===== config.mk =====
export PLATFORM = sky130hd
export DESIGN_NAME = tpu_result_collector
export DESIGN_NICKNAME = d
export VERILOG_FILES = /design/src/rtl/tpu_result_collector.sv
export SDC_FILE = /design/constraint.sdc
export NUM_CORES = 1
export LEC_CHECK = 0
export CORE_MARGIN = 8
export CORE_UTILIZATION = 41
export DETAILED_ROUTE_END_ITERATION = 10
export PLACE_DENSITY = 0.63
export SLEW_MARGIN = 25
export SYNTH_ARGS = -nofsm -noshare
export SYNTH_HDL_FRONTEND = slang
export SYNTH_SLANG_ARGS = --single-unit

===== constraint.sdc =====
create_clock -name clk -period 7.8 [get_ports clk]
set_clock_uncertainty 0.1 [all_clocks]
set_input_delay 1.95 -clock clk [delete_from_list [all_inputs] [get_ports clk]]
set_output_delay 1.95 -clock clk [all_outputs]
set_load 0.03 [all_outputs]

===== src/rtl/tpu_result_collector.sv =====
// Result collector: saturates/activates each dot-product result, buffers it and tracks the frame argmax.
// Build option TPU_COLLECT_RELU_EN applies ReLU before storing; BIT_W is the element width ("bit" is a keyword).
module tpu_result_collector #(
   parameter int BIT_W = 16,
   parameter int N_OUT = 10,
   parameter int IDX_W = 4
) (
   input  logic                 clk,
   input  logic                 rst,
   input  logic                 start,
   input  logic                 in_valid,
   output logic                 in_ready,
   input  logic [2*BIT_W-2:0]   in_data,
   input  logic                 in_overflow,
   input  logic [IDX_W-1:0]     rd_addr,
   output logic [2*BIT_W-2:0]   rd_data,
   output logic                 done,
   output logic [IDX_W-1:0]     class_idx,
   output logic [2*BIT_W-2:0]   class_val,
   output logic                 any_ovf
);
   localparam int W = 2*BIT_W - 1;

   localparam logic [1:0] IDLE    = 2'd0;
   localparam logic [1:0] COLLECT = 2'd1;
   localparam logic [1:0] DONE    = 2'd2;

   localparam logic [IDX_W-1:0] LAST_IDX = IDX_W'(N_OUT - 1);
   localparam logic [W-1:0]     SAT_VAL  = {1'b0, {(W-1){1'b1}}};

   logic [1:0]       state_q, state_d;
   logic [IDX_W-1:0] count_q, count_d;
   logic [IDX_W-1:0] class_idx_q, class_idx_d;
   logic [W-1:0]     max_val_q, max_val_d;
   logic [W-1:0]     rd_data_q, rd_data_d;
   logic             any_ovf_q, any_ovf_d;
   logic             done_q, done_d;
   logic [W-1:0]     buf_mem [N_OUT];
   logic [W-1:0]     proc_val;
   logic             is_greater;
   logic             wr_en;

   // Strict "a beats b" in the numeric order of the stored encoding.
   function automatic logic greater(input logic [W-1:0] a, input logic [W-1:0] b);
`ifdef TPU_COLLECT_RELU_EN
      return a > b;
`else
      logic a_neg;
      logic b_neg;
      a_neg = a[W-1] && (a[W-2:0] != '0);
      b_neg = b[W-1] && (b[W-2:0] != '0);
      if (a_neg != b_neg) return b_neg;
      if (a_neg) return a[W-2:0] < b[W-2:0];
      return a[W-2:0] > b[W-2:0];
`endif
   endfunction

   always_comb begin
      if (in_overflow) proc_val = SAT_VAL;
`ifdef TPU_COLLECT_RELU_EN
      else if (in_data[W-1]) proc_val = '0;
`endif
      else proc_val = in_data;
   end

   assign is_greater = greater(proc_val, max_val_q);

   always_comb begin
      // NOTE: every _d gets a hold default first, so no path through the case can infer a latch.
      state_d     = state_q;
      count_d     = count_q;
      class_idx_d = class_idx_q;
      max_val_d   = max_val_q;
      any_ovf_d   = any_ovf_q;
      done_d      = done_q;
      wr_en       = 1'b0;
      rd_data_d   = (rd_addr <= LAST_IDX) ? buf_mem[rd_addr] : '0;

      if (start) begin
         state_d     = COLLECT;
         count_d     = '0;
         class_idx_d = '0;
         max_val_d   = '0;
         any_ovf_d   = 1'b0;
         done_d      = 1'b0;
      end else if (state_q == COLLECT && in_valid) begin
         wr_en     = 1'b1;
         any_ovf_d = any_ovf_q | in_overflow;
         if (is_greater || count_q == '0) begin
            max_val_d   = proc_val;
            class_idx_d = count_q;
         end
         if (count_q == LAST_IDX) begin
            state_d = DONE;
            done_d  = 1'b1;
         end else begin
            count_d = count_q + 1'b1;
         end
      end
   end

   // NOTE: sequential state is updated only with non-blocking assignments.
   always_ff @(posedge clk) begin
      if (rst) begin
         state_q     <= IDLE;
         count_q     <= '0;
         class_idx_q <= '0;
         max_val_q   <= '0;
         any_ovf_q   <= 1'b0;
         done_q      <= 1'b0;
         rd_data_q   <= '0;
      end else begin
         state_q     <= state_d;
         count_q     <= count_d;
         class_idx_q <= class_idx_d;
         max_val_q   <= max_val_d;
         any_ovf_q   <= any_ovf_d;
         done_q      <= done_d;
         rd_data_q   <= rd_data_d;
      end
   end

   // NOTE: the buffer has no reset; every entry is rewritten before a frame can complete.
   always_ff @(posedge clk) begin
      if (wr_en) buf_mem[count_q] <= proc_val;
   end

   assign in_ready  = (state_q == COLLECT);
   assign rd_data   = rd_data_q;
   assign done      = done_q;
   assign class_idx = class_idx_q;
   assign class_val = max_val_q;
   assign any_ovf   = any_ovf_q;

endmodule


==> flow_summary.toml <==
[sta]
tns_ps = 0
finalSetupViolCount = 0
tightest_slew_ps = 964
drv_slew = 0
period_share = 0.636
grt_setup_unrepaired = "no"
fin_crit_ps = 4960
max_clock_freq_mhz = 202
slew_headroom = 0.351
final_hold_viol_count = 0

[route]
wl_met3_um = 2330
first_pass_iters = 5
drtIter0Drc = 614
vias_per_cell = 5.49
highest_layer = "met4"
wl_met1_um = 16600
routedWlPerCell_um = 24.0
vias = 8548
routed_wl_um = 37300
route.met2.wl_um = 17500
final_antenna_net_count = 0
drcViolationCount = 0

[critical_path]
rr_startpoint = "class_val[3]"
startpoint = "in_data[5]"
cp_data_arrival_time_ps = 5280
critPathKind = "in2reg"
path_max_fanout = 35
path_cells = "clkdlybuf4s50_1, or2_2, ha_1, nand4_1, o21bai_2, a311oi_1, o31a_1, o221a_1, o41a_4, a32o_2"
r2r_slack_ps = 4670
worstSetupEndpoint = "class_idx[3]"
required_ps = 8120
start_kind = "input port"
crit_path_max_incr_delay_ps = 740
worst_r2r_path_depth = 9
r2r-end = "class_idx[3]"
end_kind = "flop"
slowest_stage = "o41a_4"

[final_layout]
fillers = 3156
final_nets = 1126
area_delta_synth_final_pct = 19.2
layout-drive-gt1-share = 0.173
post-route-util = 0.491
antenna_cells = 0

[grt]
grt_pass1_wl_um = 56400
grt_pass1_vias = 8793
grt_remaining_overflow = 0
grt_max_degree = 71
track_usage = 0.171
antenna_found_initial = 0

[die]
fp.dieW_um = 210
start_util = 0.412
die-height_um = 210
num_io_pins = 109
dieArea_mm2 = 0.0440
coreArea_mm2 = 0.0373
rows = 71

[power_and_ir_drop]
leakage_nw = 6.07
powerDensity_mw_per_mm2 = 242
power_mw = 4.45
peakVddDrop_uv = 169

[placement]
io_buffer_count = 108
gp_congestion = 0.820
post-dp-hpwl_um = 22600

[clock_network]
cts_resized = 0
numCtsBuffers = 40
cts_hold_buf = 0
cts_max_path_buffers = 3
clock_latency_ps = 540
clock-sinks = 383
cts_setup_buffers = 0
clkSlewWorstSetupHoldPaths_ps = 60
ctsRootBufferMaster = "clkbuf_16"
cts_tree = "built"
cts-htree-levels = 2

[logic_synthesis]
postSynthNetCount = 1009
ys_top_cells_by_area = "edfxtp_1, dfxtp_1, mux4_2, mux2i_1, a211oi_1"
synth_cells = 935
yosys_warnings = 0
synth_area_mm2 = 0.0154
yosys.area.top_type = "edfxtp_1"
ys_async_sr_fraction = 0
synth_flop_cell = "edfxtp_1"
synth_cell_types = 39
syn_avg_cell_area_um2 = 16.5
synth_top_cell_area_share = 0.605
ys_ff_latch = 383
synth-seq-area-share = 0.700
synth_edf_count = 310

[worst_hold_path]
min_path_type = "reg2reg"

[outcome]
status = "complete, no violations"

[run]
drv_cap = 0
==> how the worst min path moves through the flow <==
| stage | from | endpoint | slack, ps | cells past startpoint |
|---|---|---|---|---|
| floorplan | state_q[0] | state_q[0] | 340 | 2 |
| global placement | done | done | 360 | 2 |
| detailed placement | any_ovf | any_ovf | 360 | 2 |
| CTS | any_ovf | any_ovf | 380 | 2 |
| global route | class_idx[0] | class_idx[0] | 400 | 2 |
| finish | any_ovf | any_ovf | 370 | 2 |
==> cells in the final DEF (no fill, tap or decap), types with 2 or more instances in the layout <==
cell / netlist / routed
edfxtp_1: 310 / 310
clkdlybuf4s50_1: 0 / 103
nand2_1: 74 / 74
dfxtp_1: 73 / 73
mux2i_1: 65 / 65
a211oi_1: 63 / 63
mux4_2: 62 / 62
clkbuf_16: 0 / 45
inv_1: 34 / 34
nor2b_1: 34 / 34
ha_1: 34 / 34
or2_2: 28 / 28
buf_4: 0 / 18
nor4_1: 18 / 17
a21oi_1: 17 / 17
nor2_1: 22 / 12
nand4_1: 12 / 12
clkbuf_1: 35 / 11
nor2_4: 0 / 10
nand3_1: 6 / 6
nand2b_1: 5 / 5
clkinv_1: 0 / 5
clkinv_2: 0 / 5
clkbuf_8: 0 / 4
buf_2: 5 / 4
and2_1: 3 / 3
o21ai_0: 3 / 3
or2_1: 2 / 2
a21o_1: 2 / 2
a311oi_1: 2 / 2
xnor2_1: 2 / 2
a32o_2: 2 / 2
inv_6: 0 / 2
==> per-stage QoR <==
step / worst slack [ps] / hold WS, ps / area (um2) / cells
after floorplan: 2120 / 343 / 15400 / 935
after global placement: 1390 / 358 / 17000 / 1484
after detailed placement: 1590 / 360 / 17000 / 1484
after CTS: 2140 / 377 / 18300 / 1558
after global routing: 2750 / 403 / 18300 / 1558
final: 2840 / 371 / 18300 / 1558
==> sequential cells by signal, summed over array words and instances (netlist names) <==
register   cells
buf_mem      310
class_val     31
rd_data       31
class_idx      4
count_q        4
any_ovf        1
done           1
state_q        1
==> logic make-up after synthesis <==
kind of cell               after synthesis  synth area share
adders and majority gates               34            0.0276
DFF                                    383             0.700
xor gates and xnor gates                 2           0.00114
muxes                                  127             0.133
buffers and inverters                   85            0.0248
AOI/OAI and AO/OA                       97            0.0455
and+or+nand+nor                        207            0.0681
==> routing by layer <==
metal,vias up,GRT usage
li1,3856,-
met1,4377,0.234
met2,259,0.275
met3,56,0.0342
met4,0,0.0493
met5,-,0
==> area by class of cell <==
class	instances	area, um2	area share
Inverter	34	128	0.00696
Multi-Input combinational cell	467	4330	0.236
Sequential cell	383	10800	0.587
Tap cell	474	593	0.0323
Timing Repair Buffer	126	1200	0.0653
Clock inverter	14	98.8	0.00539
Clock buffer	60	1220	0.0667
==> where the power goes <==
group	total [mW]	leakage [nW]	internal [mW]	switching [mW]
Combinational	0.317	2.06	0.128	0.189
Clock	1.89	0.647	1.12	0.765
Sequential	2.24	3.36	2.23	0.0150
Total	4.45	6.07	3.48	0.969
==> critical path: cells and delay by family <==
family | cells | cell delay [ps]
adder cells (fa/ha/maj) | 1 | 340
AND/OR/NAND/NOR | 2 | 550
buffers and inverters | 1 | 510
AO/OA/AOI/OAI | 6 | 1910
==> synthesized netlist by cell type (5+ instances only) <==
master    count
nor2b_1      34
clkbuf_1     35
nand2_1      74
dfxtp_1      73
buf_1         7
nor2_1       22
mux4_2       62
a211oi_1     63
nand3_1       6
a21oi_1      17
nand4_1      12
inv_1        34
nand2b_1      5
buf_2         5
edfxtp_1    310
or2_2        28
ha_1         34
mux2i_1      65
nor4_1       18
No activity file was read; power rests on OpenSTA's default activity.
